`src/rtl/multibuf_write_router_if.sv`:
```
// rtl/multibuf_write_router_if.sv - write buses into the router and per-bank RAM write ports out of it
interface multibuf_write_router_if #(
    parameter int FFT_N     = 10,
    parameter int FFT_DW    = 16,
    parameter int NUM_BANKS = 3
);
    logic                              wact_fft;
    logic [FFT_N-2:0]                  wa_fft;
    logic [2*FFT_DW-1:0]               wdw_fft;
    logic                              wact_istream;
    logic [FFT_N-2:0]                  wa_istream;
    logic [2*FFT_DW-1:0]               wdw_istream;
    logic [NUM_BANKS-1:0]              wact_ram;
    logic [NUM_BANKS*(FFT_N-1)-1:0]    wa_ram;
    logic [NUM_BANKS*2*FFT_DW-1:0]     wdw_ram;

    modport master (
        output wact_fft, wa_fft, wdw_fft, wact_istream, wa_istream, wdw_istream,
        input  wact_ram, wa_ram, wdw_ram
    );

    modport slave (
        input  wact_fft, wa_fft, wdw_fft, wact_istream, wa_istream, wdw_istream,
        output wact_ram, wa_ram, wdw_ram
    );
endinterface

```
`src/rtl/multibuf_write_router.sv`:
```
// rtl/multibuf_write_router.sv - rotating input/FFT/DMA bank roles with registered per-bank write routing
module multibuf_write_router #(
    parameter int FFT_N     = 10,
    parameter int FFT_DW    = 16,
    parameter int NUM_BANKS = 3,
    localparam int BW       = (NUM_BANKS > 2) ? $clog2(NUM_BANKS) : 1
) (
    input  logic                  clk,
    input  logic                  rst_n,
    input  logic                  enable,
    input  logic                  istream_done,
    input  logic                  fft_done,
    input  logic                  dma_done,
    input  logic                  overrun_clr,
    multibuf_write_router_if.slave bus,
    output logic [BW-1:0]         in_bank,
    output logic [BW-1:0]         fft_bank,
    output logic [BW-1:0]         dma_bank,
    output logic                  fft_start,
    output logic                  dma_start,
    output logic                  overrun
);
    localparam int AW = FFT_N - 1;
    localparam int DW = 2 * FFT_DW;
    localparam logic [BW:0] NB = (BW+1)'(NUM_BANKS);

    typedef enum logic [1:0] {IDLE, RUN, ROTATE} state_t;
    state_t state;

    logic fft_vld, dma_vld, in_dn, fft_dn, dma_dn;

    logic [BW:0]   fft_sum, dma_sum, fft_mod, dma_mod;
    logic [BW-1:0] prev_bank;

    assign fft_sum   = {1'b0, in_bank} + (BW+1)'(1);
    assign dma_sum   = {1'b0, in_bank} + (BW+1)'(2);
    assign fft_mod   = (fft_sum >= NB) ? fft_sum - NB : fft_sum;
    assign dma_mod   = (dma_sum >= NB) ? dma_sum - NB : dma_sum;
    assign fft_bank  = fft_mod[BW-1:0];
    assign dma_bank  = dma_mod[BW-1:0];
    assign prev_bank = (in_bank == '0) ? BW'(NUM_BANKS - 1) : in_bank - 1'b1;

    logic rot_cond, is_ok, ov_set;

    // A role that holds no valid data never blocks rotation.
    assign rot_cond = (in_dn | istream_done) &
                      (fft_dn | fft_done | ~fft_vld) &
                      (dma_dn | dma_done | ~dma_vld);
    assign is_ok    = (state != IDLE) & ~in_dn;
    assign ov_set   = (bus.wact_istream & ~is_ok) | ((state == RUN) & istream_done & in_dn);

    always_ff @(posedge clk or negedge rst_n) begin
        if (!rst_n) begin
            state     <= IDLE;
            in_bank   <= '0;
            fft_vld   <= 1'b0;
            dma_vld   <= 1'b0;
            in_dn     <= 1'b0;
            fft_dn    <= 1'b0;
            dma_dn    <= 1'b0;
            fft_start <= 1'b0;
            dma_start <= 1'b0;
        end else begin
            fft_start <= 1'b0;
            dma_start <= 1'b0;
            case (state)
                IDLE: begin
                    if (enable) state <= RUN;
                end
                RUN: begin
                    in_dn  <= in_dn | istream_done;
                    fft_dn <= fft_dn | fft_done;
                    dma_dn <= dma_dn | dma_done;
                    if (rot_cond) state <= ROTATE;
                end
                ROTATE: begin
                    // Filled input bank becomes the FFT bank, FFT bank moves on to DMA.
                    in_bank   <= prev_bank;
                    fft_vld   <= 1'b1;
                    dma_vld   <= fft_vld;
                    in_dn     <= 1'b0;
                    fft_dn    <= 1'b0;
                    dma_dn    <= 1'b0;
                    fft_start <= 1'b1;
                    dma_start <= fft_vld;
                    state     <= RUN;
                end
                default: state <= IDLE;
            endcase
        end
    end

    always_ff @(posedge clk or negedge rst_n) begin
        if (!rst_n)           overrun <= 1'b0;
        else if (ov_set)      overrun <= 1'b1;
        else if (overrun_clr) overrun <= 1'b0;
    end

    logic [NUM_BANKS-1:0]    wact_d, wact_q;
    logic [NUM_BANKS*AW-1:0] wa_d, wa_q;
    logic [NUM_BANKS*DW-1:0] wdw_d, wdw_q;

    always_comb begin
        wact_d = '0;
        wa_d   = '0;
        wdw_d  = '0;
        for (int k = 0; k < NUM_BANKS; k++) begin
            if (in_bank == BW'(k)) begin
                wact_d[k]          = bus.wact_istream & is_ok;
                wa_d[k*AW +: AW]   = bus.wa_istream;
                wdw_d[k*DW +: DW]  = bus.wdw_istream;
            end else if (fft_bank == BW'(k)) begin
                wact_d[k]          = bus.wact_fft & fft_vld;
                wa_d[k*AW +: AW]   = bus.wa_fft;
                wdw_d[k*DW +: DW]  = bus.wdw_fft;
            end
        end
    end

    always_ff @(posedge clk or negedge rst_n) begin
        if (!rst_n) begin
            wact_q <= '0;
            wa_q   <= '0;
            wdw_q  <= '0;
        end else begin
            wact_q <= wact_d;
            wa_q   <= wa_d;
            wdw_q  <= wdw_d;
        end
    end

    assign bus.wact_ram = wact_q;
    assign bus.wa_ram   = wa_q;
    assign bus.wdw_ram  = wdw_q;
endmodule

```
`src/flat_wrapper.sv`:
```
// flat-port wrapper written by rule: the top's interface ports become plain ports
module multibuf_write_router_flat 
#(
    parameter int FFT_N     = 10,
    parameter int FFT_DW    = 16,
    parameter int NUM_BANKS = 3,
    localparam int BW       = (NUM_BANKS > 2) ? $clog2(NUM_BANKS) : 1
)
  (clk, rst_n, enable, istream_done, fft_done, dma_done, overrun_clr, in_bank, fft_bank, dma_bank, fft_start, dma_start, overrun, bus_wact_fft, bus_wa_fft, bus_wdw_fft, bus_wact_istream, bus_wa_istream, bus_wdw_istream, bus_wact_ram, bus_wa_ram, bus_wdw_ram);
  multibuf_write_router_if #(.FFT_N(FFT_N), .FFT_DW(FFT_DW), .NUM_BANKS(NUM_BANKS)) bus_i ();
  input  logic clk;
  input  logic rst_n;
  input  logic enable;
  input  logic istream_done;
  input  logic fft_done;
  input  logic dma_done;
  input  logic overrun_clr;
  output logic [BW-1:0] in_bank;
  output logic [BW-1:0] fft_bank;
  output logic [BW-1:0] dma_bank;
  output logic fft_start;
  output logic dma_start;
  output logic overrun;
  input wire logic [$bits(bus_i.wact_fft)-1:0] bus_wact_fft;
  input wire logic [$bits(bus_i.wa_fft)-1:0] bus_wa_fft;
  input wire logic [$bits(bus_i.wdw_fft)-1:0] bus_wdw_fft;
  input wire logic [$bits(bus_i.wact_istream)-1:0] bus_wact_istream;
  input wire logic [$bits(bus_i.wa_istream)-1:0] bus_wa_istream;
  input wire logic [$bits(bus_i.wdw_istream)-1:0] bus_wdw_istream;
  output wire logic [$bits(bus_i.wact_ram)-1:0] bus_wact_ram;
  output wire logic [$bits(bus_i.wa_ram)-1:0] bus_wa_ram;
  output wire logic [$bits(bus_i.wdw_ram)-1:0] bus_wdw_ram;
  assign bus_i.wact_fft = bus_wact_fft;
  assign bus_i.wa_fft = bus_wa_fft;
  assign bus_i.wdw_fft = bus_wdw_fft;
  assign bus_i.wact_istream = bus_wact_istream;
  assign bus_i.wa_istream = bus_wa_istream;
  assign bus_i.wdw_istream = bus_wdw_istream;
  assign bus_wact_ram = bus_i.wact_ram;
  assign bus_wa_ram = bus_i.wa_ram;
  assign bus_wdw_ram = bus_i.wdw_ram;
  multibuf_write_router #(.FFT_N(FFT_N), .FFT_DW(FFT_DW), .NUM_BANKS(NUM_BANKS)) u_core (.clk(clk), .rst_n(rst_n), .enable(enable), .istream_done(istream_done), .fft_done(fft_done), .dma_done(dma_done), .overrun_clr(overrun_clr), .bus(bus_i), .in_bank(in_bank), .fft_bank(fft_bank), .dma_bank(dma_bank), .fft_start(fft_start), .dma_start(dma_start), .overrun(overrun));
endmodule
```
`config.mk`:
```
export PLATFORM = sky130hd
export DESIGN_NAME = multibuf_write_router_flat
export DESIGN_NICKNAME = d
export VERILOG_FILES = /design/src/rtl/multibuf_write_router_if.sv /design/src/rtl/multibuf_write_router.sv /design/src/flat_wrapper.sv
export SDC_FILE = /design/constraint.sdc
export NUM_CORES = 1
export LEC_CHECK = 0
export ABC_AREA = 1
export CORE_ASPECT_RATIO = 0.9
export CORE_MARGIN = 2
export CORE_UTILIZATION = 38
export DETAILED_ROUTE_END_ITERATION = 7
export PLACE_DENSITY_LB_ADDON = 0.15
export SYNTH_ARGS = -nofsm -noshare
export SYNTH_HDL_FRONTEND = slang
export SYNTH_SLANG_ARGS = --single-unit
```
`constraint.sdc`:
```
create_clock -name clk -period 1.3 [get_ports clk]
set_clock_uncertainty 0.05 [all_clocks]
set_input_delay 0.26 -clock clk [delete_from_list [all_inputs] [get_ports clk]]
set_output_delay 0.26 -clock clk [all_outputs]
set_load 0.01 [all_outputs]
```
Yosys cells after proc, flatten, opt, wreduce, memory -nomap -nowiden

Cells that the tools add are included.

Flip-flop bits (word level): 138
Bits of input ports: 91
Output and inout port bits: 135

$add $sub $neg: 5
$lt $le $gt $ge: 2
Equal/unequal tests: 8
Mux-type cells: 31
Bitwise logic cells: 18
Reductions and logical operators: 7

Operators with widths:

| operator                                                           | count |
|---|---|
| two-way mux 32 bit                                                 | 6 |
| two-way mux 9 bit                                                  | 6 |
| two-way mux 1 bit                                                  | 10 |
| two-way mux 2 bit                                                  | 5 |
| AND 1 bit                                                          | 8 |
| equality test 2 x 1 -> 1 bit (second input constant)               | 3 |
| equality test 2 bit (second input constant)                        | 3 |
| greater-or-equal comparator 3 x 2 -> 1 bit (second input constant) | 2 |
| logical NOT 2 bit                                                  | 3 |
| OR 1 bit                                                           | 6 |
| case mux 1 bit (2 select lines)                                    | 3 |
| case mux 2 bit (3 select lines)                                    | 1 |
| nonzero test 2 bit                                                 | 3 |
| inverter 1 bit                                                     | 4 |
| subtractor 2 bit (second input constant)                           | 2 |
| adder 2 x 1 -> 3 bit (second input constant)                       | 1 |
| adder 2 x 2 -> 3 bit (second input constant)                       | 1 |
| != test 2 x 1 -> 1 bit (second input constant)                     | 1 |
| != test 2 bit (second input constant)                              | 1 |
| AND reduction 2 bit                                                | 1 |
| subtractor 2 x 1 -> 2 bit (second input constant)                  | 1 |

Logic depth before layout (Yosys ltp)

Gate-level depths: netlist of the first run.

Depth after elaboration: 6
Gate-level depth with buffers: 7
Gate-level depth less buffers: 7

Worst setup path before layout of the first run

Ideal clock, no wire load.

Path type: register to register
From: register u_core.in_bank[0]
To: register u_core.wa_q[10], in the netlist u_core.bus.wa_ram[10]
Setup time: 0.083 ns
Data arrival time: 1.322 ns
Required time: 1.167 ns
Setup slack: -0.155 ns
Stages on the path, launching flop included: 7
Buffers on the path: 1
Period minus slack after synthesis: 1.455 ns
Cells stage by stage: dfrtp_1 -> inv_1 -> ha_1 -> inv_1 -> nand2_1 -> buf_2 -> o22ai_1

Word-level cells in the longest chain between the ends: 6
Elaborated cells between the ends (all ways): 8

Ends and longest elaborated chain:

| what                                                                                  | line                         | source |
|---|---|---|
| start, declared                                                                       | multibuf_write_router.sv:16  | `output logic [BW-1:0] in_bank,` |
| start signal, assigned                                                                | multibuf_write_router.sv:78  | `in_bank <= prev_bank;` |
| adder 2 x 1 -> 3 bit                                                                  | multibuf_write_router.sv:35  | `assign fft_sum = {1'b0, in_bank} + (BW+1)'(1);` |
| greater-or-equal comparator 3 x 2 -> 1 bit / subtractor 2 bit (equally long branches) | multibuf_write_router.sv:37  | `assign fft_mod = (fft_sum >= NB) ? fft_sum - NB : fft_sum;` |
| two-way mux 2 bit                                                                     | multibuf_write_router.sv:37  |  |
| equality test 2 x 1 -> 1 bit                                                          | multibuf_write_router.sv:112 | `end else if (fft_bank == BW'(k)) begin` |
| two-way mux 9 bit                                                                     | multibuf_write_router.sv:112 |  |
| two-way mux 9 bit *                                                                   | multibuf_write_router.sv:108 | `if (in_bank == BW'(k)) begin` |
| named net u_core.wa_d[10]                                                             | multibuf_write_router.sv:100 | `logic [NUM_BANKS*AW-1:0] wa_d, wa_q;` |
| end signal, assigned                                                                  | multibuf_write_router.sv:127 | `wa_q <= wa_d;` |
| end, declared                                                                         | multibuf_write_router.sv:100 |  |

The timed path passes the listed nets; every way through them passes the cells marked *.
A chain may end at the register's enable or synchronous reset.

Final worst setup path of the first run

From: register u_core.in_bank[0]
To: output port dma_bank[1]

Word-level cells in the longest chain between the ends: 3
Elaborated cells between the ends (all ways): 4

Ends and longest elaborated chain:

| what                                                                                  | line                        | source |
|---|---|---|
| adder 2 x 2 -> 3 bit *                                                                | multibuf_write_router.sv:36 | `assign dma_sum = {1'b0, in_bank} + (BW+1)'(2);` |
| greater-or-equal comparator 3 x 2 -> 1 bit / subtractor 2 bit (equally long branches) | multibuf_write_router.sv:38 | `assign dma_mod = (dma_sum >= NB) ? dma_sum - NB : dma_sum;` |
| two-way mux 2 bit *                                                                   | multibuf_write_router.sv:38 |  |
| end, declared                                                                         | flat_wrapper.sv:20          | `output logic [BW-1:0] dma_bank;` |

Mark *: on every way between the ends. The rest lies on a longest branch, timed or not.

==> results.ini, run 1 <==
[status]
outcome=finished, violations left
violations=negative setup slack

[global_route]
grt_pass1_vias=4997
grt_usage=0.263
grt_pass1_wl_mm=28.2
grt_overflow=0
grt_max_degree=40
antenna_found_initial=0

[placement]
place_area_mm2=0.00776
hpwlAfterDp_mm=10.6
portBuffers=225
gp_congestion=0.793
place_inst=826

[timing]
finalCritPeriodShare=1.24
hold_violations=0
layout_min_cycle_time_ps=1610
max_freq_mhz=620
timing.slew.headroom=0.774
rsz0062_at_grt=true
tightestPinTransition_ps=340
worst_slack_ps=-312
worst_hold_slack_ps=257
setup_viol=132
slew_violations=0

[route]
drc=0
wirelength_mm=19.7
initialDrtViolationCount=261
vias=4697
ant_nets=0
drt_pass1_iterations=5
routedWlPerCell_um=21.8
via_per_inst=5.21

[final_layout]
antenna_cells=0
regArea_mm2=0.00345
final_net_count=827
final_common_cell=dfrtp_1
postLayoutCellArea_mm2=0.00973
fin_cells=902
multi_input_area_mm2=0.00227
drive_gt1_frac=0.527
final_cell_mix=dfrtp_1, buf_2, o22ai_2, clkdlybuf4s50_1, inv_1
num-fill-cells=802
area_delta_synth_final_pct=93.5

[clock_tree]
ctsHtreeMaxLevel=4
clkTransAtPathRegs_ps=60
cts_made_buffers=17
ctsLongestPathBuffers=2
clock-sinks=138
insertion_delay_ps=410
clockRootBuffer=clkbuf_16
cts_tree=done

[power]
max-vdd-ir-drop_uv=1500
fin_total_pwr_mw=26.0
p_per_area_mw_per_mm2=2670
p_leak_nw=4.77

[logic_synthesis]
yosysSeqAreaShare=0.687
netlist_area_mm2=0.00503
synth_seq_cells=138
yosysWarnings=0
netlist_instances=434
syn_avg_cell_area_um2=11.6
synth.distinct_cells=19
syn-num-nets=535

[setup_path]
worst_setup_path_end_kind=output pin
crit_path_start_kind=register
arrival_ps=1300
cp_data_required_time_ps=990
worst-path-max-fanout=3
path_class=reg -> out

[floorplan]
coreArea_mm2=0.0128
initial_core_util=0.393
fp-row-count=39
io_pins=226
die_w_um=125
dieArea_mm2=0.0142
die_h_um=113

[min_path]
hold_class=in -> async

[job]
max_cap_violations=0

-- worst max-delay path, cell delays in order, from the launching register on --
cell and delay, ps:
dfrtp_1 370, inv_2 70, ha_4 290, inv_4 40, buf_6 110
-- final cells by class --
| cell class | instances | area share |
|---|---|---|
| well taps | 164 | 0.0211 |
| repair buffers | 298 | 0.292 |
| clock inverters | 7 | 0.00926 |
| inverters | 96 | 0.0391 |
| flip-flops and latches | 138 | 0.355 |
| multi-input cells | 175 | 0.233 |
| clock buffers | 24 | 0.0505 |
-- flip-flops by register name, summed over array words and instances, names as in the netlist --
signal,flops
u_core.fft_start,1
u_core.in_dn,1
u_core.fft_dn,1
u_core.dma_start,1
u_core.in_bank,2
u_core.dma_vld,1
u_core.state,2
u_core.bus.wact_ram,3
u_core.overrun,1
u_core.bus.wdw_ram,96
u_core.bus.wa_ram,27
u_core.dma_dn,1
u_core.fft_vld,1
-- final timing paths --
kind | startpoint | cells past startpoint | end | slack, ps
min in group clk | overrun_clr | 2 | u_core.overrun$_DFFE_PN0P_ | 410
setup reg to reg | u_core.in_bank[1]$_DFFE_PN0P_ | 9 | u_core.bus.wdw_ram[40]$_DFF_PN0_ | -280
hold / removal | rst_n | 2 | u_core.bus.wdw_ram[36]$_DFF_PN0_ | 260
hold reg to reg | u_core.dma_vld$_DFFE_PN0P_ | 2 | u_core.dma_vld$_DFFE_PN0P_ | 420
max in group asynchronous | rst_n | 3 | u_core.bus.wdw_ram[24]$_DFF_PN0_ | 430
setup / recovery | u_core.in_bank[0]$_DFFE_PN0P_ | 4 | dma_bank[1] | -310
-- cells in the mapped netlist (all sizes together) --
cell,count,area [µm²]
dfrtp,138,3450
o22ai,126,788
ha,10,125
a21oi,3,15.0
buf,16,82.6
nand3,6,35.0
o21ai,4,20.0
o211ai,1,7.51
clkbuf,9,33.8
inv,96,360
or2,3,21.3
nor2,2,7.51
nand2,20,80.1
-- routing by layer --
| metal | vias to the layer above | GRT usage | wire length, µm |
|---|---|---|---|
| met2 | 226 | 0.436 | 9850 |
| met3 | 38 | 0.0941 | 1430 |
| met4 | 0 | 0.0830 | 448 |
| met5 | - | 0 | 0 |
| met1 | 2353 | 0.326 | 7970 |
| li1 | 2080 | - | - |
-- stage by stage --
step                       util  TNS (ps)  setup WS (ps)
after floorplan               -      -744          -18.5
after global placement    0.607    -13320           -330
after detailed placement  0.607    -15120           -344
after CTS                 0.713    -24560           -303
after global routing      0.761    -30160           -358
final                     0.761    -25210           -312
-- report_power, final --
part           switching (mW)  total [mW]  internal (mW)
clock network            1.74        4.75           3.01
logic                    7.29        14.5           7.25
registers               0.595        6.73           6.13
total                    9.62        26.0           16.4
-- what timing repair did --
item | in CTS | in global routing
endpoints found under the hold margin | 74 | 0
pin swaps | 5 | 37
setup endpoints to repair | 253 | 136
buffers inserted | 22 | 8
gates resized for setup | 683 | 117
hold buffers | 1 | 0
cloned | 18 | 3
-- logic make-up after synthesis --
family                   count (synthesis)  synth area share
AND/OR/NAND/NOR                         31            0.0286
AO/OA/AOI/OAI                          134             0.165
buffers and inverters                  121            0.0948
adder cells (fa/ha/maj)                 10            0.0249
flip-flops                             138             0.687
Power figures use the tool's default switching activity.
==> run 2: changes to the inputs <==
Settings changed: SKIP_CTS_REPAIR_TIMING set to 1.
==> run 2 against run 1 <==
  * The run still ends with negative setup slack left
  * Design area up 0.63%
  * Fmax fell by 0.31%
  * Core utilization is 0.48 points higher
  * Critical path type unchanged
  * Largest cell class unchanged
  * Largest power group unchanged
  * Highest routed layer unchanged
==> results.ini, run 2 (synthesis gave the netlist of run 1 again) <==
[route]
drt_pass1_iterations=4  ; -1
wirelength_mm=17.8  ; -9.4%
routedWlPerCell_um=20.4  ; -6.5%
initialDrtViolationCount=228  ; -13%
drc=0  ; unchanged
vias=4429  ; -5.7%
via_per_inst=5.07  ; -2.7%
ant_nets=0  ; unchanged

[power]
p_leak_nw=6.04  ; +27%
p_per_area_mw_per_mm2=2420  ; -9.4%
fin_total_pwr_mw=23.7  ; -8.8%
max-vdd-ir-drop_uv=1410  ; -6.1%

[timing]
layout_min_cycle_time_ps=1620  ; +5.04 ps
hold_violations=0  ; unchanged
worst_hold_slack_ps=258  ; +0.354 ps
setup_viol=93  ; -30%
rsz0062_at_grt=true
tns_ps=-12300  ; +12910 ps
timing.slew.headroom=0.782  ; +0.00855
slew_violations=0  ; unchanged
tightestPinTransition_ps=327  ; -12.8 ps
worst_slack_ps=-317  ; -5.04 ps
finalCritPeriodShare=1.24  ; +0.00388
max_freq_mhz=618  ; -0.31%

[status]
violations=negative setup slack
outcome=finished, violations left

[setup_path]
worst_path_most_repeated_cell=inv_4
worst_setup_path_end_kind=output pin
cp_data_required_time_ps=990  ; about the same
cp_top_family=flip-flops
slowest_stage=dfrtp_2
crit_path_start_kind=register
path_class=reg -> out
cp_num_buf_inv=3  ; unchanged
max_stage_delay_ps=430  ; +60 ps
arrival_ps=1310  ; about the same
path_cells=inv_4 -> ha_4 -> inv_4 -> buf_6
worst-path-max-fanout=3  ; unchanged

[final_layout]
area_delta_synth_final_pct=94.7
postLayoutCellArea_mm2=0.00979  ; +0.63%
largest_register_ffs=96  ; unchanged
final_net_count=799  ; -3.4%
fin_cells=874  ; -3.1%
final_common_cell=dfrtp_1
utilization=0.766  ; +0.00479
antenna_cells=0  ; unchanged
multi_input_area_mm2=0.00193  ; -15%
drive_gt1_frac=0.313  ; -0.214
final_cell_mix=dfrtp_1, dlymetal6s2s_1, o22ai_2, clkdlybuf4s50_1, inv_1
num-fill-cells=800  ; -0.25%
regArea_mm2=0.00346  ; about the same

[global_route]
antenna_found_initial=0  ; unchanged
grt_pass1_wl_mm=23.6  ; -16%
grt_usage=0.217  ; -0.0459
grt_max_degree=40  ; unchanged
grt_pass1_vias=4433  ; -11%
grt_overflow=0  ; unchanged

[clock_tree]
clkTransAtPathRegs_ps=60  ; about the same
cts_tree=done
cts_made_buffers=17  ; unchanged
clockRootBuffer=clkbuf_16
insertion_delay_ps=410  ; about the same
clock-sinks=138  ; unchanged
ctsHtreeMaxLevel=4  ; unchanged
ctsLongestPathBuffers=2  ; unchanged

[floorplan]
coreArea_mm2=0.0128  ; unchanged
initial_core_util=0.393  ; unchanged
fp-row-count=39  ; unchanged
die_w_um=125  ; unchanged
die_h_um=113  ; unchanged
io_pins=226  ; unchanged
dieArea_mm2=0.0142  ; unchanged

[placement]
place_area_mm2=0.00776  ; unchanged
pre_cts_ws_ps=-344  ; unchanged
gp_congestion=0.793  ; unchanged
portBuffers=225  ; unchanged
place_inst=826  ; unchanged
hpwlAfterDp_mm=10.6  ; unchanged

[min_path]
hold_class=in -> async

[job]
max_cap_violations=0  ; unchanged

[run 2: report_power, final]
part           internal [mW]  total (mW)  leakage, nW  switching [mW]
combinational           6.29        12.3         4.00            6.03
clock                   3.01        4.71        0.282            1.70
sequential              6.13        6.70         1.76           0.565
total                   15.4        23.7         6.04            8.29
[run 2: cell type report]
class,count,area share
timing repair buffer,270,0.330
inverter,96,0.0395
clock inverter,7,0.00920
clock buffer,24,0.0502
sequential,138,0.353
multi-input combinational,175,0.197
tap,164,0.0210
[run 2: final timing paths]
check | startpoint | end | slack, ps | cells past startpoint
min reg2reg | u_core.dma_vld$_DFFE_PN0P_ | u_core.dma_vld$_DFFE_PN0P_ | 420 | 2
max in group asynchronous | rst_n | u_core.bus.wdw_ram[56]$_DFF_PN0_ | 430 | 3
max | u_core.in_bank[1]$_DFFE_PN0P_ | dma_bank[1] | -320 | 4
max reg2reg | u_core.in_bank[0]$_DFFE_PN0P_ | u_core.bus.wact_ram[1]$_DFF_PN0_ | -170 | 7
min in group clk | overrun_clr | u_core.overrun$_DFFE_PN0P_ | 410 | 2
min | rst_n | u_core.bus.wdw_ram[32]$_DFF_PN0_ | 260 | 2
[run 2: metal layers]
| metal | vias to the layer above | global-route usage | wire, µm |
|---|---|---|---|
| li1 | 2004 | - | - |
| met1 | 2195 | 0.262 | 7150 |
| met2 | 206 | 0.362 | 9060 |
| met3 | 24 | 0.0780 | 1370 |
| met4 | 0 | 0.0793 | 251 |
| met5 | - | 0 | 0 |
==> run 3: changes to the inputs <==
Settings changed: CORE_UTILIZATION 38 to 42, GPL_TIMING_DRIVEN set to 1.
Clock period 1.3 ns to 1.8 ns, I/O delays scaled along.
==> run 3 against run 2 <==
  * The flow now finishes without violations
  * Via count down 1.5%
  * Sequential cell count unchanged
  * Routed wire length down 15%
  * Register-to-register slack better by 290 ps
  * Global-route usage up 2.0 points
  * Core utilization down 5.8 points
  * Critical path type unchanged
==> results.ini, run 3 (synthesis gave the netlist of run 1 again) <==
[status]
outcome=finished, final reports clean

[route]
via_per_inst=5.16  ; +1.9%
routedWlPerCell_um=17.9  ; -13%
initialDrtViolationCount=473  ; +110%
ant_nets=0  ; unchanged
vias=4362  ; -1.5%
wirelength_mm=15.1  ; -15%
drt_pass1_iterations=4  ; unchanged
drc=0  ; unchanged

[timing]
worst_hold_slack_ps=431  ; +174 ps
worst_slack_ps=62.8  ; +380 ps
finalCritPeriodShare=0.965
tightestPinTransition_ps=550  ; +223 ps
layout_min_cycle_time_ps=1740
max_freq_mhz=576
tns_ps=0  ; +12300 ps
setup_viol=0  ; -100%
slew_violations=0  ; unchanged
hold_violations=0  ; unchanged
timing.slew.headroom=0.633  ; -0.149

[final_layout]
final_common_cell=clkdlybuf4s50_1
final_cell_mix=clkdlybuf4s50_1, dfrtp_1, o22ai_1, inv_1, buf_4
utilization=0.708  ; -0.0582
antenna_cells=0  ; unchanged
multi_input_area_mm2=0.00112  ; -42%
regArea_mm2=0.00345  ; about the same
largest_register_ffs=96  ; unchanged
num-fill-cells=832  ; +4.0%
area_delta_synth_final_pct=62.9
fin_cells=845  ; -3.3%
postLayoutCellArea_mm2=0.00819  ; -16%
drive_gt1_frac=0.104  ; -0.208
final_net_count=778  ; -2.6%

[global_route]
grt_overflow=0  ; unchanged
grt_max_degree=57  ; +43%
grt_pass1_vias=4587  ; +3.5%
grt_usage=0.238  ; +0.0202
antenna_found_initial=0  ; unchanged
grt_pass1_wl_mm=23.0  ; -2.6%

[setup_path]
cp_top_family=flip-flops
arrival_ps=1330  ; +20 ps
worst_setup_path_end_kind=output pin
cp_num_buf_inv=3  ; unchanged
slowest_stage=dfrtp_1
max_stage_delay_ps=360  ; -70 ps
cp_data_required_time_ps=1390  ; +400 ps
crit_path_start_kind=register
worst-path-max-fanout=3  ; unchanged
path_cells=inv_2 -> buf_4 -> ha_1 -> buf_2
worst-r2r-cell-count=8  ; +1
path_class=reg -> out
cp.depth=4  ; unchanged

[floorplan]
io_pins=226  ; unchanged
die_w_um=119  ; -4.7%
dieArea_mm2=0.0129  ; -9.2%
coreArea_mm2=0.0116  ; -9.5%
initial_core_util=0.435  ; +0.0412
fp-row-count=37  ; -5.1%
die_h_um=108  ; -4.7%

[power]
p_leak_nw=3.89  ; -36%
fin_total_pwr_mw=15.0  ; -37%
p_per_area_mw_per_mm2=1840  ; -24%
max-vdd-ir-drop_uv=838  ; -41%

[clock_tree]
insertion_delay_ps=410  ; about the same
clkTransAtPathRegs_ps=60  ; about the same
ctsHtreeMaxLevel=4  ; unchanged
cts_made_buffers=17  ; unchanged
clockRootBuffer=clkbuf_16
ctsLongestPathBuffers=2  ; unchanged
cts_tree=done
clock-sinks=138  ; unchanged

[placement]
hpwlAfterDp_mm=10.5  ; -1.2%
portBuffers=225  ; unchanged
gp_congestion=0.826  ; +4.2%
place_inst=813  ; -1.6%
pre_cts_ws_ps=2.78  ; +347 ps
place_area_mm2=0.00760  ; -2.0%

[min_path]
hold_class=in -> async

[job]
max_cap_violations=0  ; unchanged

run 3: final timing paths:
check	from	end	slack [ps]
worst max-delay path	u_core.in_bank[0]$_DFFE_PN0P_	dma_bank[0]	60
worst min-delay path	rst_n	u_core.bus.wdw_ram[15]$_DFF_PN0_	430
worst max register to register	u_core.in_bank[0]$_DFFE_PN0P_	u_core.bus.wa_ram[18]$_DFF_PN0_	120
worst min register to register	u_core.dma_vld$_DFFE_PN0P_	u_core.dma_vld$_DFFE_PN0P_	430
max in group asynchronous	rst_n	u_core.bus.wdw_ram[2]$_DFF_PN0_	710
min in group clk	u_core.dma_vld$_DFFE_PN0P_	u_core.dma_vld$_DFFE_PN0P_	430
run 3: final cells by class:
class                           instances  share of cell area
Timing Repair Buffer                  249               0.303
Inverter                               96              0.0440
Clock inverter                          8              0.0113
Tap cell                              156              0.0238
Sequential cell                       138               0.422
Multi-Input combinational cell        175               0.137
Clock buffer                           23              0.0596
run 3: layer usage:
metal  track usage  vias up  share of wire
met1         0.272     2139           0.38
li1              -     1963              -
met2         0.394      219           0.50
met3        0.0773       41          0.086
met5             0        -              0
met4         0.139        0          0.033
run 3: power breakdown:
| part | total, mW | internal [mW] | switching (mW) |
|---|---|---|---|
| Clock | 3.39 | 2.16 | 1.23 |
| Combinational | 6.79 | 3.41 | 3.38 |
| Sequential | 4.86 | 4.43 | 0.427 |
| Total | 15.0 | 10.0 | 5.03 |
run 3: worst reg2reg max path, cell delays in order (launching register included):
cell and delay (ps):
dfrtp_1 360, inv_2 60, buf_4 140, ha_1 200, buf_4 140, inv_2 130, nand2_2 90, buf_4 230
o22ai_1 190
==> variant (settings of run 1) <==
Register the output `overrun` once more, without a reset; this adds one clock of latency there. The other outputs are not delayed to match.
--- a/src/rtl/multibuf_write_router.sv
+++ b/src/rtl/multibuf_write_router.sv
@@ -25,6 +25,8 @@
     localparam logic [BW:0] NB = (BW+1)'(NUM_BANKS);
 
     typedef enum logic [1:0] {IDLE, RUN, ROTATE} state_t;
+
+    logic overrun_s0;
     state_t state;
 
     logic fft_vld, dma_vld, in_dn, fft_dn, dma_dn;
@@ -91,9 +93,9 @@
     end
 
     always_ff @(posedge clk or negedge rst_n) begin
-        if (!rst_n)           overrun <= 1'b0;
-        else if (ov_set)      overrun <= 1'b1;
-        else if (overrun_clr) overrun <= 1'b0;
+        if (!rst_n)           overrun_s0 <= 1'b0;
+        else if (ov_set)      overrun_s0 <= 1'b1;
+        else if (overrun_clr) overrun_s0 <= 1'b0;
     end
 
     logic [NUM_BANKS-1:0]    wact_d, wact_q;
@@ -132,5 +134,9 @@
     assign bus.wact_ram = wact_q;
     assign bus.wa_ram   = wa_q;
     assign bus.wdw_ram  = wdw_q;
+    always_ff @(posedge clk) begin
+        overrun <= overrun_s0;
+    end
+
 endmodule
 
Formal check against the unedited RTL: not equivalent (a bounded check fails within 4 cycles, from zero or initial values and one cycle with rst_n low).
==> variant against run 1 <==
The flow still finishes with violations (negative setup slack). Sequential cell count increased by 1. Setup slack got worse by 29 ps. Critical path depth unchanged. Sequential power about the same. Power decreased by 6.4%. Critical endpoint is now fft_bank[0]. Largest cell class unchanged. Routed wire length decreased by 7.6%. Synthesized area increased by 0.40%. Global-route usage decreased by 1.9 points. Design area decreased by 5.9%.
==> variant: results (changes against run 1) <==
[setup_path]
r2r_slack_ps=-230  ; +50 ps
critPathMaxFanout=3  ; unchanged
critPathArrivalTime_ps=1330  ; +30 ps

[power]
p_leak_uw=0.00456  ; -4.4%
peakVddDrop_mv=1.41  ; -5.9%
internal-power_uw=15500  ; -5.1%
clock_power_uw=5150  ; +8.4%
pwr-share-seq_pct=27.7  ; +1.8 points

[global_route]
grtUsageMet3_pct=7.52  ; -1.9 points
grt.total_usage_pct=24.4  ; -1.9 points
grt_pass1_wl_mm=26.1  ; -7.2%
grt_start_max_net_pins=38  ; -5.0%
first_global_vias=4722  ; -5.5%
grtUsageMet2_pct=41.5  ; -2.1 points
gr-usage-met1_pct=29.6  ; -3.1 points

[finish]
layoutNonFillerInstCount=883  ; -2.1%
largest_reg_flops=96  ; unchanged
drive_above_1_share_pct=47.4  ; -5.3 points
nets=807  ; -2.4%
antenna_cells=0  ; unchanged

[synth]
ys_seq_area_share_pct=68.8  ; +0.12 points
synthCells=435  ; +0.23%
synth_area_leaders=dfrtp_1 68%, o22ai_1 16%, inv_1 6.9%
async_flop_share_pct=99.3  ; -0.72 points
synth_fp_nets=536  ; +0.19%
yosys.cell_types.count=20  ; +1
synth_common_cells=138 x dfrtp_1, 126 x o22ai_1, 93 x inv_1, 18 x nand2_1, 15 x buf_2

[status]
outcome=complete, but fails checks
violations=negative setup slack

[sta]
maxSlewHeadroom_pct=75.6  ; -1.7 points
setup_viol=132  ; unchanged
finalWorstSetupSlack_ps=-341  ; -28.6 ps

[drt]
wirelength_mm=18.2  ; -7.6%
dr.pass1.iters=7  ; +2
first_iter_violations=297  ; +14%
via_count=4555  ; -3.0%

[clocking]
postCtsSetupBuffers=8  ; -64%
cts_hold_buf=1  ; unchanged
cts_resized=614  ; -10%

[placed_design]
place_ws_ps=-332  ; +11.9 ps
dp_cells=827  ; +0.12%
gp_congestion=0.822  ; +3.6%
detailed_place_hpwl_mm=10.6  ; about the same

==> variant: critical path: stages (launching register included) <==
cell,delay (ps)
dfrtp_1,390
inv_2,120
ha_4,230
inv_6,70
buf_6,100
==> variant: cell type report <==
class	instances	area, um^2
multi-input cells	176	2030
flip-flops and latches	139	3480
fillers	867	3680
inverters	96	375
clock inverters	8	165
well taps	164	205
repair buffers	276	2450
clock buffers	24	462
==> variant: layer usage <==
layer  part of all wire [%]  vias to the layer above
met5                      0                        -
met2                     51                      220
met3                    8.1                       37
met1                     39                     2257
met4                    2.0                        0
li1                       -                     2041
==> variant: path summary, 6_finish.rpt <==
check	start	end	cells after the start
max	u_core.in_bank[0]$_DFFE_PN0P_	fft_bank[0]	4
min reg2reg	u_core.overrun_s0$_DFFE_PN0P_	u_core.overrun$_DFF_P_	0
min	rst_n	u_core.bus.wdw_ram[14]$_DFF_PN0_	2
min in group clk	u_core.overrun_s0$_DFFE_PN0P_	u_core.overrun$_DFF_P_	0
max in group asynchronous	rst_n	u_core.bus.wdw_ram[34]$_DFF_PN0_	3
max reg2reg	u_core.in_bank[0]$_DFFE_PN0P_	u_core.bus.wdw_ram[45]$_DFF_PN0_	7
==> variant: cell families (layout without fill, tap and decap cells) <==
group                      after synthesis  after routing  share of synthesized area [%]
and+or+nand+nor                         31             32                           2.85
buffers and inverters                  121            404                           9.44
adders and majority gates               10             10                           2.48
DFF                                    139            139                           68.8
AOI/OAI and AO/OA                      134            134                           16.5
==> variant: metrics by stage <==
stage	util [%]	TNS [ps]	power, uW	hold slack, ps	cell area [um^2]
after global routing	71.4	-25700	25400	270	9160
after detailed placement	60.8	-12760	16900	128	7810
after CTS	66.7	-12850	22500	260	8560
after global placement	60.8	-11020	16800	126	7810
after floorplan	-	-744	11000	-85.6	5130
final	71.4	-18160	24300	257	9160
